==> config.mk <==
export PLATFORM = sky130hd
export DESIGN_NAME = hamming_tmr_serializer
export DESIGN_NICKNAME = d
export VERILOG_FILES = /design/src/rtl/hamming_tmr_pkg.sv /design/src/rtl/hamming_lane_shifter.sv /design/src/rtl/hamming_tmr_serializer.sv
export SDC_FILE = /design/constraint.sdc
export NUM_CORES = 1
export LEC_CHECK = 0
export BUFFER_PORTS_ARGS = -buffer_cell sky130_fd_sc_hd__buf_2
export CAP_MARGIN = 25
export CORE_MARGIN = 3
export CORE_UTILIZATION = 55
export DETAILED_ROUTE_END_ITERATION = 8
export GPL_TIMING_DRIVEN = 0
export MAX_ROUTING_LAYER = met4
export PLACE_DENSITY = 0.74
export RECOVER_POWER = 50
export SLEW_MARGIN = 25
export SYNTH_ARGS = -nofsm -noshare
export SYNTH_HDL_FRONTEND = slang
export SYNTH_SLANG_ARGS = --single-unit
==> constraint.sdc <==
create_clock -name clk -period 1.8 [get_ports clk]
set_input_delay 0.36 -clock clk [delete_from_list [all_inputs] [get_ports clk]]
set_output_delay 0.36 -clock clk [all_outputs]
set_load 0.1 [all_outputs]
==> src/rtl/hamming_tmr_pkg.sv <==
// Shared Hamming(7,4) definitions for the TMR transmit and receive paths.
// Both ends use the same encoder function, so a mapping change affects both.
package hamming_tmr_pkg;

    localparam int CW_BITS    = 7;
    localparam int FRAME_BITS = 9;

    typedef logic [CW_BITS-1:0] codeword_t;

    typedef enum logic [1:0] {
        IDLE,
        START,
        DATA,
        STOP
    } tx_state_t;

    // Parity bits sit at cw[6], cw[5] and cw[3]; data bits occupy the remaining positions.
    function automatic codeword_t hamming74_enc(input logic [3:0] data);
        codeword_t cw;
        cw[0] = data[0];
        cw[1] = data[1];
        cw[2] = data[2];
        cw[3] = data[2] ^ data[1] ^ data[0];
        cw[4] = data[3];
        cw[5] = data[3] ^ data[1] ^ data[0];
        cw[6] = data[3] ^ data[2] ^ data[0];
        return cw;
    endfunction

endpackage

==> src/rtl/hamming_lane_shifter.sv <==
// One replica lane: holds a codeword and shifts it out LSB first.
// The head bit is the next data bit that the top level will register onto the line.
module hamming_lane_shifter
    import hamming_tmr_pkg::*;
(
    input  logic      clk,
    input  logic      rst_n,
    input  logic      load_i,
    input  logic      shift_i,
    input  codeword_t load_data_i,
    output logic      head_o
);

    codeword_t shiftReg_q;
    codeword_t shiftReg_d;

    always_comb begin
        shiftReg_d = shiftReg_q;
        if (load_i) begin
            shiftReg_d = load_data_i;
        end else if (shift_i) begin
            shiftReg_d = {1'b0, shiftReg_q[CW_BITS-1:1]};
        end
    end

    always_ff @(posedge clk or negedge rst_n) begin
        if (!rst_n) begin
            shiftReg_q <= '0;
        end else begin
            shiftReg_q <= shiftReg_d;
        end
    end

    assign head_o = shiftReg_q[0];

endmodule

==> src/rtl/hamming_tmr_serializer.sv <==
// Hamming(7,4) encoder driving three replicated serial lanes for a downstream TMR voter.
// One shared FSM times the frame; each lane can carry a single injected bit flip.
module hamming_tmr_serializer
    import hamming_tmr_pkg::*;
#(
    parameter int CLKS_PER_BIT = 4
) (
    input  logic       clk,
    input  logic       rst_n,
    input  logic       in_valid,
    input  logic [3:0] in_data,
    output logic       in_ready,
    input  logic       inj_en,
    input  logic [1:0] inj_lane,
    input  logic [2:0] inj_bit,
    output logic [2:0] tx_lane,
    output logic       tx_busy
);

    localparam int CNT_W = (CLKS_PER_BIT > 1) ? $clog2(CLKS_PER_BIT) : 1;

    tx_state_t  state_q;
    logic [CNT_W-1:0] cnt_q;
    logic [2:0] bitIdx_q;
    logic       inReady_q;
    logic       txBusy_q;
    logic [2:0] txLane_q;

    logic       transfer;
    logic       tick;
    logic       shiftEn;
    logic       injActive;
    codeword_t  cleanCw;
    codeword_t  injMask;
    logic [2:0] heads;

    assign transfer  = (state_q == IDLE) && in_valid && inReady_q;
    assign tick      = (cnt_q == CNT_W'(CLKS_PER_BIT - 1));
    assign shiftEn   = tick && ((state_q == START) || (state_q == DATA));
    assign injActive = inj_en && (inj_lane != 2'd3) && (inj_bit != 3'd7);
    assign cleanCw   = hamming74_enc(in_data);
    assign injMask   = codeword_t'(1) << inj_bit;

    for (genvar g = 0; g < 3; g++) begin : g_lane
        codeword_t laneData;
        assign laneData = (injActive && (inj_lane == 2'(g))) ? (cleanCw ^ injMask) : cleanCw;

        hamming_lane_shifter u_shifter (
            .clk         (clk),
            .rst_n       (rst_n),
            .load_i      (transfer),
            .shift_i     (shiftEn),
            .load_data_i (laneData),
            .head_o      (heads[g])
        );
    end

    // Frame sequencer; every output is registered here so nothing on an input reaches a pin combinationally.
    always_ff @(posedge clk or negedge rst_n) begin
        if (!rst_n) begin
            state_q   <= IDLE;
            cnt_q     <= '0;
            bitIdx_q  <= '0;
            inReady_q <= 1'b0;
            txBusy_q  <= 1'b0;
            txLane_q  <= 3'b111;
        end else begin
            case (state_q)
                IDLE: begin
                    cnt_q    <= '0;
                    bitIdx_q <= '0;
                    if (transfer) begin
                        state_q   <= START;
                        inReady_q <= 1'b0;
                        txBusy_q  <= 1'b1;
                        txLane_q  <= 3'b000;
                    end else begin
                        inReady_q <= 1'b1;
                    end
                end
                START: begin
                    if (tick) begin
                        cnt_q    <= '0;
                        state_q  <= DATA;
                        txLane_q <= heads;
                    end else begin
                        cnt_q <= cnt_q + CNT_W'(1);
                    end
                end
                DATA: begin
                    if (tick) begin
                        cnt_q <= '0;
                        if (bitIdx_q == 3'(CW_BITS - 1)) begin
                            state_q  <= STOP;
                            txLane_q <= 3'b111;
                        end else begin
                            bitIdx_q <= bitIdx_q + 3'd1;
                            txLane_q <= heads;
                        end
                    end else begin
                        cnt_q <= cnt_q + CNT_W'(1);
                    end
                end
                STOP: begin
                    if (tick) begin
                        cnt_q     <= '0;
                        state_q   <= IDLE;
                        inReady_q <= 1'b1;
                        txBusy_q  <= 1'b0;
                    end else begin
                        cnt_q <= cnt_q + CNT_W'(1);
                    end
                end
                default: begin
                    state_q <= IDLE;
                end
            endcase
        end
    end

    assign in_ready = inReady_q;
    assign tx_busy  = txBusy_q;
    assign tx_lane  = txLane_q;

endmodule

; ---- Word-level counts from Yosys, hierarchy flattened
; Cells that the tools add are included.
[op_classes]
n_addsub = 2
mul = 0
div = 0
magnitude_cmp = 0
eq_ne = 15
shift = 1
mux = 31
bitwise = 7
reduce_logical = 21
[op_table]
columns = operator, n
row1 = 7-bit two-way mux, 9
row2 = 3-bit two-way mux, 6
row3 = 2-bit two-way mux, 6
row4 = 2-bit != test (second input constant), 5
row5 = 3-bit one-hot mux with 3 select lines, 1
row6 = 2-bit == test (second input constant), 4
row7 = 1-bit logical AND, 8
row8 = 2-bit one-hot mux with 4 select lines, 1
row9 = 1-bit by 3-bit << shifter with 7-bit output (first input constant), 1
row10 = 7-bit bitwise XOR, 1
row11 = 3-bit one-hot mux with 2 select lines, 1
row12 = 3-bit AND reduction, 2
row13 = 2-bit nonzero test, 3
row14 = 1-bit bitwise XOR, 6
row15 = 5-bit AND reduction, 1
row16 = 2-bit by 1-bit == test with 1-bit output (second input constant), 2
row17 = 2-bit logical NOT, 2
row18 = 1-bit two-way mux, 4
row19 = 2-bit by 1-bit != test with 1-bit output (second input constant), 2
row20 = 1-bit one-hot mux with 2 select lines, 2
row21 = 2-bit one-hot mux with 2 select lines, 1
row22 = 4-bit AND reduction, 1
row23 = 3-bit by 1-bit adder with 3-bit output (second input constant), 1
row24 = 3-bit == test (second input constant), 1
row25 = other kinds (6), 6
[totals]
register_bits = 33
latch_bits = 0
mem_bits_rw = 0
rom_bits = 0
inputBits = 13
n_memories = 0

; ---- Depth between registers and ports, before layout
; Gate-level depths: netlist of the first run.
[depth]
depth_word = 6
depth_mapped = 8
ltp_nobuf = 5

; ---- Cells and area by module
; Synthesis of the first run repeated with hierarchy kept, for this count alone.
[hier_totals]
hier_cells = 225
area_unflattened_um2 = 2150.8
[modules_own_cells]
columns = module, instances, cells_per_inst, area_each_um2
row1 = hamming_tmr_serializer, 1, 135, 1186.1
row2 = hamming_lane_shifter, 3, 30, 321.6

; ---- Least setup slack after synthesis of the first run
; No wires, ideal clock.
[synth_timing]
path_type = flip-flop to flip-flop
start = register inReady_q, in the netlist in_ready
end = register txLane_q[0], in the netlist tx_lane[0]
setup_ns = 0.082
arrival_ns = 1.966
required_time_ns = 1.718
setup_slack_ns = -0.248
stages_incl_launch_ff = 4
period_less_slack_ns = 2.048
path_cell_list = dfrtp_1 > nand2_1 > a211oi_1 > mux2_2
[synth_between]
elab_chain_cells = 3
[synth_rtl]
columns = element, line_no
row1 = "start, declared", hamming_tmr_serializer.sv:25  ; logic inReady_q;
row2 = "start signal, assigned", hamming_tmr_serializer.sv:64  ; inReady_q <= 1'b0;
row3 = "start signal, assigned", hamming_tmr_serializer.sv:74  ; inReady_q <= 1'b0;
row4 = "start signal, assigned", hamming_tmr_serializer.sv:78  ; inReady_q <= 1'b1;
row5 = 1-bit logical AND, hamming_tmr_serializer.sv:37  ; assign transfer = (state_q == IDLE) && in_valid && inReady_q;
row6 = 2-bit by 1-bit != test with 1-bit output (no source line), -
row7 = 4-bit AND reduction (no source line), -
row8 = "end signal, assigned", hamming_tmr_serializer.sv:85  ; txLane_q <= heads;
row9 = "end signal, assigned", hamming_tmr_serializer.sv:98  ; txLane_q <= heads;
row10 = "end, declared", hamming_tmr_serializer.sv:27  ; logic [2:0] txLane_q;
; No other way between the ends.
; A chain may end at the register's enable or synchronous reset.

; ---- Worst setup path after layout of the first run
[layout_timing]
start = register state_q[0]
end = register txLane_q[0], in the netlist tx_lane[0]
[layout_between]
elab_chain_cells = 5
word_cells_on_any_way = 11
classes_between = eq/ne (5) / mux (1) / reduce/logical (5)
[layout_rtl]
columns = element, line_no
row1 = "start, declared", hamming_tmr_serializer.sv:22  ; tx_state_t state_q;
row2 = "start signal, assigned", hamming_tmr_serializer.sv:61  ; state_q <= IDLE;
row3 = "start signal, assigned", hamming_tmr_serializer.sv:73  ; state_q <= START;
row4 = "start signal, assigned", hamming_tmr_serializer.sv:84  ; state_q <= DATA;
row5 = 2-bit logical NOT, "hamming_tmr_serializer.sv:37, hamming_tmr_serializer.sv:68"
row6 = 1-bit logical AND (2 in a row), hamming_tmr_serializer.sv:37
row7 = 2-bit by 1-bit != test with 1-bit output (no source line), -
row8 = 4-bit AND reduction (no source line), -
; Several ways; a longest one is shown, not always the timed one.

==> impl_metrics.env, run 1 <==
export IMPL_synth_nets=254
export IMPL_drive_above_1_share=0.2780
export IMPL_wirelength_mm=5.505
export IMPL_crit_arrival_ps=1970
export IMPL_diodes=0
export IMPL_clkTransAtPathRegs_ps=80
export IMPL_cp_num_buf_inv=1
export IMPL_finalSetupTns_ps=0
export IMPL_yosysSeqAreaShare=0.3761
export IMPL_rows=22
export IMPL_cts_tree="built"
export IMPL_r2r_start="state_q[0]"
export IMPL_grt_pass1_vias=1723
export IMPL_power_mw=4.370
export IMPL_syn_area_per_cell_sq_um=9.427
export IMPL_clock_latency_ps=290
export IMPL_critPathMaxFanout=5
export IMPL_dieWidth_um=69.33
export IMPL_io_pins=18
export IMPL_dp_hpwl_mm=3.729
export IMPL_drv_cap=0
export IMPL_cts_root_buf="clkbuf_8"
export IMPL_yosysUniqueCellTypes=39
export IMPL_power_density_nw_per_um2=1670
export IMPL_critPathTopFamily="compound AO/OA/AOI/OAI gates"
export IMPL_hold_viol=0
export IMPL_p_leak_nw=1.116
export IMPL_worst_slew_pin_slew_ps=723.7
export IMPL_setup_violations=0
export IMPL_final_net_count=278
export IMPL_ant_nets=0
export IMPL_critical_path_slowest_cell="dfrtp_1"
export IMPL_p_int_mw=2.509
export IMPL_synth_area_sq_um=2206
export IMPL_grt_usage=0.2255
export IMPL_dieArea_sq_um=4807
export IMPL_wl_per_cell_um=17.93
export IMPL_pwr_share_clk=0.166
export IMPL_netlist_instances=234
export IMPL_drtIter0Drc=173
export IMPL_synth_seq_cells=33
export IMPL_period_share=0.9694
export IMPL_mostFrequentLayoutCells="dfrtp_1, o21ai_0, and3_1"
export IMPL_yosysWarnings=0
export IMPL_peakVddDrop_v=0.001003
export IMPL_fin_crit_ps=1745
export IMPL_grt_ovfl_total=0
export IMPL_clock_sinks=33
export IMPL_coreArea_sq_um=3771
export IMPL_crit_chain="buf_4 -> ha_2 -> o21ba_2 -> a211oi_4 -> mux2_2"
export IMPL_fmax_mhz=573.1
export IMPL_area_growth_pct=18.60
export IMPL_reg2reg_slack_ps=60
export IMPL_path_class="reg2reg"
export IMPL_viasPerCell=6.251
export IMPL_port_buffer_count=13
export IMPL_grt_pass1_wl_mm=8.452
export IMPL_p_sw_frac=0.4258
export IMPL_status="finished clean"
export IMPL_die_y_um=69.33
export IMPL_critPathRequiredTime_ps=2020
export IMPL_pwr_share_comb=0.527
export IMPL_drc=0
export IMPL_p_sw_mw=1.861
export IMPL_skew_ps=5.871
export IMPL_htree_num_levels=2
export IMPL_min_path_type="in2async"
export IMPL_seqPwrFrac=0.308
export IMPL_start_util=0.5849
export IMPL_final_common_cell="dfrtp_1"
export IMPL_antenna_found_initial=0
export IMPL_relSlewSlack=0.5175
export IMPL_cts_buffer_depth=2
export IMPL_numCtsBuffers=5
export IMPL_crit_start="state_q[0]"
export IMPL_cts_hold_buffers=0
export IMPL_gp_congestion=0.8755
export IMPL_first_pass_iters=4
export IMPL_start_kind="flip-flop"
export IMPL_end_kind="flip-flop"
export IMPL_timing_hold_ws_ps=109.5
export IMPL_final_max_slew_viol_count=0
export IMPL_grt_max_degree=34
export IMPL_max_stage_delay_ps=420
export IMPL_vias=1919
==> power by group through the flow <==
stage / logic [mW] / registers [mW] / clock network, mW
finish: 2.30 / 1.34 / 0.723
global route: 2.53 / 1.38 / 0.762
CTS: 2.03 / 1.30 / 0.728
detailed placement: 1.94 / 1.32 / 0
global placement: 1.92 / 1.31 / 0
floorplan: 1.30 / 1.50 / 0
==> stage by stage <==
stage                       util  cells  worst slack, ps  area (sq um)
final                     0.6938    307            55.08          2616
after global routing      0.6938    307           -21.56          2616
after CTS                 0.6586    304           0.3613          2484
after detailed placement  0.6184    295           -194.1          2332
after global placement    0.6184    295           -157.5          2332
after floorplan                -    234            68.34          2207
==> flip-flops by register name, summed over array words and instances, names as in the netlist <==
signal and cells:
g_lane.u_shifter.shiftReg_q 21, bitIdx_q 3, tx_lane 3, cnt_q 2, state_q 2, in_ready 1
tx_busy 1
==> worst paths after layout <==
| check | endpoint | cells past startpoint |
|---|---|---|
| max | tx_lane[0] | 5 |
| min | g_lane[1].u_shifter.shiftReg_q[2] | 1 |
| max reg2reg | tx_lane[0] | 5 |
| min reg2reg | cnt_q[0] | 1 |
| max in group asynchronous | in_ready | 1 |
| min in group clk | cnt_q[0] | 1 |
==> cell usage after synthesis <==
| master | instances | area share |
|---|---|---|
| dfrtp_1 | 30 | 0.34 |
| o21ai_0 | 22 | 0.050 |
| a211oi_1 | 19 | 0.065 |
| and3_1 | 19 | 0.054 |
| a31oi_1 | 18 | 0.051 |
| clkbuf_1 | 18 | 0.031 |
| or3_1 | 12 | 0.034 |
| a21oi_1 | 9 | 0.020 |
| ha_1 | 7 | 0.040 |
| nand2_1 | 7 | 0.012 |
| nand3_1 | 7 | 0.016 |
| inv_1 | 6 | 0.010 |
| mux2_2 | 4 | 0.020 |
| nand4_1 | 4 | 0.011 |
| nor2b_1 | 4 | 0.011 |
| a22o_1 | 3 | 0.012 |
| buf_2 | 3 | 0.0068 |
| dfstp_2 | 3 | 0.036 |
| nand4b_1 | 3 | 0.012 |
| nand4bb_1 | 3 | 0.015 |
| nor2_1 | 3 | 0.0051 |
| nor3b_1 | 3 | 0.010 |
| o221ai_1 | 3 | 0.012 |
| xnor3_1 | 3 | 0.031 |
| and4b_2 | 2 | 0.010 |
| mux2i_1 | 2 | 0.0091 |
| nand2b_1 | 2 | 0.0057 |
| nor3_1 | 2 | 0.0045 |
| o21ba_2 | 2 | 0.0091 |
| xor3_1 | 2 | 0.022 |
| a21boi_0 | 1 | 0.0034 |
| a221oi_1 | 1 | 0.0040 |
| and4b_1 | 1 | 0.0045 |
| buf_1 | 1 | 0.0017 |
| buf_4 | 1 | 0.0034 |
| o32a_1 | 1 | 0.0045 |
| or2_2 | 1 | 0.0028 |
| or4b_4 | 1 | 0.0062 |
| xnor2_1 | 1 | 0.0040 |
==> area by class of cell <==
class | count | area (sq um)
timing repair buffer | 17 | 95.09
multi-input combinational | 172 | 1369
fill | 302 | 1155
buffer | 23 | 123.9
inverter | 6 | 22.52
sequential | 33 | 830.8
clock buffer | 5 | 68.82
clock inverter | 3 | 46.29
tap | 48 | 60.06
==> cells by family after synthesis <==
family	after synthesis	synth area share
XOR/XNOR	6	0.05615
buffers and inverters	29	0.05275
flip-flops	33	0.3761
AO/OA/AOI/OAI	79	0.2309
AND/OR/NAND/NOR	74	0.2150
adder cells (fa/ha/maj)	7	0.03970
multiplexers	6	0.02949
==> metal layers <==
metal  part of all wire  up-vias  GRT usage
li1                   -      949          -
met1               0.49      928     0.3204
met2               0.47       35     0.3210
met3              0.039        7    0.05362
met4             0.0087        0    0.06508
met5                  0        -          -
==> timing repair <==
| action | CTS | global route |
|---|---|---|
| setup buffers | 1 | 3 |
| endpoints found under the setup margin | 25 | 24 |
| pin swaps | 0 | 1 |
| resized for setup | 10 | 37 |
Power figures use the tool's default switching activity.
==> inputs of run 2 (changes only) <==
CORE_UTILIZATION = 50   (was 55)
PLACE_DENSITY = 0.68   (was 0.74)
clock period = 1.92 ns   (was 1.8 ns; I/O delays follow)
==> run 2 against run 1 <==
Effect of this change: die area rose by 9.1%; clock power is 4.8% lower; critical path type unchanged; critical path depth unchanged; clock-buffer cell count rose by 1; register-to-register slack better by 40 ps; first-iteration DRC count decreased by 43%.
==> impl_metrics.env, run 2 (synthesis gave the netlist of run 1 again) <==
export IMPL_drive_above_1_share=0.1804
export IMPL_worst_slew_pin_slew_ps=767.5
export IMPL_dp_hpwl_mm=3.783
export IMPL_grt_pass1_wl_mm=8.445
export IMPL_diodes=0
export IMPL_cts_hold_buffers=0
export IMPL_p_int_mw=2.189
export IMPL_period_share=0.9496
export IMPL_mostFrequentLayoutCells="dfrtp_1, o21ai_0, and3_1"
export IMPL_wirelength_mm=5.392
export IMPL_gp_congestion=0.8845
export IMPL_final_max_slew_viol_count=0
export IMPL_grt_max_degree=34
export IMPL_wl_per_cell_um=17.68
export IMPL_ant_nets=0
export IMPL_min_path_type="in2async"
export IMPL_hold_viol=0
export IMPL_pwr_share_clk=0.181
export IMPL_largest_register="g_lane.u_shifter.shiftReg_q"
export IMPL_grt_usage=0.2158
export IMPL_cts_tree="built"
export IMPL_fin_crit_ps=1823
export IMPL_seqPwrFrac=0.322
export IMPL_peakVddDrop_v=0.0007109
export IMPL_place_area_sq_um=2335
export IMPL_numCtsBuffers=5
export IMPL_first_pass_iters=4
export IMPL_post_cts_buffers=0
export IMPL_p_leak_nw=1.064
export IMPL_clock_sinks=33
export IMPL_crit_arrival_ps=2000
export IMPL_largest_reg_flops=21
export IMPL_rows=23
export IMPL_dieWidth_um=72.42
export IMPL_coreArea_sq_um=4115
export IMPL_finalInstanceArea_sq_um=2475
export IMPL_post_route_util=0.6014
export IMPL_start_util=0.5360
export IMPL_pwr_share_comb=0.496
export IMPL_timing_hold_ws_ps=165.3
export IMPL_p_sw_frac=0.4229
export IMPL_antenna_found_initial=0
export IMPL_p_sw_mw=1.604
export IMPL_port_buffer_count=13
export IMPL_power_density_nw_per_um2=1533
export IMPL_vias=1924
export IMPL_clkTransAtPathRegs_ps=70
export IMPL_htree_num_levels=2
export IMPL_grt_pass1_vias=1761
export IMPL_area_growth_pct=12.19
export IMPL_critPathRequiredTime_ps=2090
export IMPL_fmax_mhz=548.5
export IMPL_viasPerCell=6.308
export IMPL_drv_cap=0
export IMPL_status="finished clean"
export IMPL_path_class="reg2reg"
export IMPL_relSlewSlack=0.4883
export IMPL_critPathMaxFanout=10
export IMPL_drc=0
export IMPL_die_y_um=72.42
export IMPL_io_pins=18
export IMPL_cts_root_buf="clkbuf_8"
export IMPL_dieArea_sq_um=5245
export IMPL_rsz0062_at_grt="false"
export IMPL_clock_latency_ps=290
export IMPL_final_net_count=274
export IMPL_setup_violations=0
export IMPL_end_kind="flip-flop"
export IMPL_grt_ovfl_total=0
export IMPL_final_common_cell="dfrtp_1"
export IMPL_cts_buffer_depth=2
export IMPL_skew_ps=7.159
export IMPL_fill_cells=389
export IMPL_start_kind="flip-flop"
export IMPL_drtIter0Drc=99
[run 2: cell types whose count changed in the layout (fill, tap and decap cells not counted), moves of 2 or more]
cell / delta
clkbuf_4: +2
buf_4: -6
buf_6: -2
clkbuf_1: +2
a211oi_1: +17
ha_1: +2
a211oi_2: -16
ha_2: -2
[run 2: worst max-delay path: stages, from the launching register on]
cell and delay, ps:
dfrtp_1 400, inv_1 80, ha_1 210, clkbuf_1 220, a221oi_1 420, mux2_2 380
[run 2: layout make-up]
| type | count | area [sq um] | area share |
|---|---|---|---|
| plain buffers | 23 | 108.9 | 0.04398 |
| clock buffers | 6 | 82.58 | 0.03337 |
| clock inverters | 2 | 37.54 | 0.01517 |
| inverters | 6 | 22.52 | 0.009100 |
| multi-input cells | 172 | 1265 | 0.5111 |
| flip-flops and latches | 33 | 830.8 | 0.3357 |
| well taps | 50 | 62.56 | 0.02528 |
| repair buffers | 13 | 65.06 | 0.02629 |
[run 2: metal layers]
layer  part of all wire  track usage  vias up  routed length, um
met5                  0            -        -                  0
met4              0.022      0.09836        0                120
met3              0.049      0.03324       12                263
met2               0.45       0.3185       49               2436
met1               0.48       0.2929      919               2572
li1                   -            -      944                  -
[run 2: timing repair]
item	CTS	global route
cloned	0	0
gates resized for setup	4	12
endpoints found under the setup margin	21	18
[run 2: final timing paths]
path,startpoint,end,slack (ps),depth (start not counted)
min,rst_n,g_lane[0].u_shifter.shiftReg_q[0],170,1
min reg2reg,cnt_q[0],cnt_q[0],440,1
max,state_q[0],state_q[1],100,5
min in group clk,cnt_q[0],cnt_q[0],440,1
max in group asynchronous,rst_n,in_ready,1220,1
max reg2reg,state_q[0],state_q[1],100,5
[run 2: per-stage QoR]
stage | instances | total power, mW | setup slack (ps) | setup TNS (ps)
final | 305 | 3.793 | 96.69 | 0
after global routing | 305 | 4.024 | 11.77 | 0
after CTS | 305 | 3.758 | 36.49 | 0
after detailed placement | 297 | 3.053 | -84.82 | -666.5
after global placement | 297 | 3.017 | -27.94 | -122.1
after floorplan | 234 | 2.631 | 188.3 | 0
[run 2: power by group through the flow]
stage               sequential [mW]  combinational, mW  clock (mW)
global placement               1.22               1.80           0
global route                   1.26               2.05       0.720
detailed placement             1.23               1.82           0
finish                         1.22               1.88       0.688
CTS                            1.22               1.84       0.692
floorplan                      1.41               1.22           0
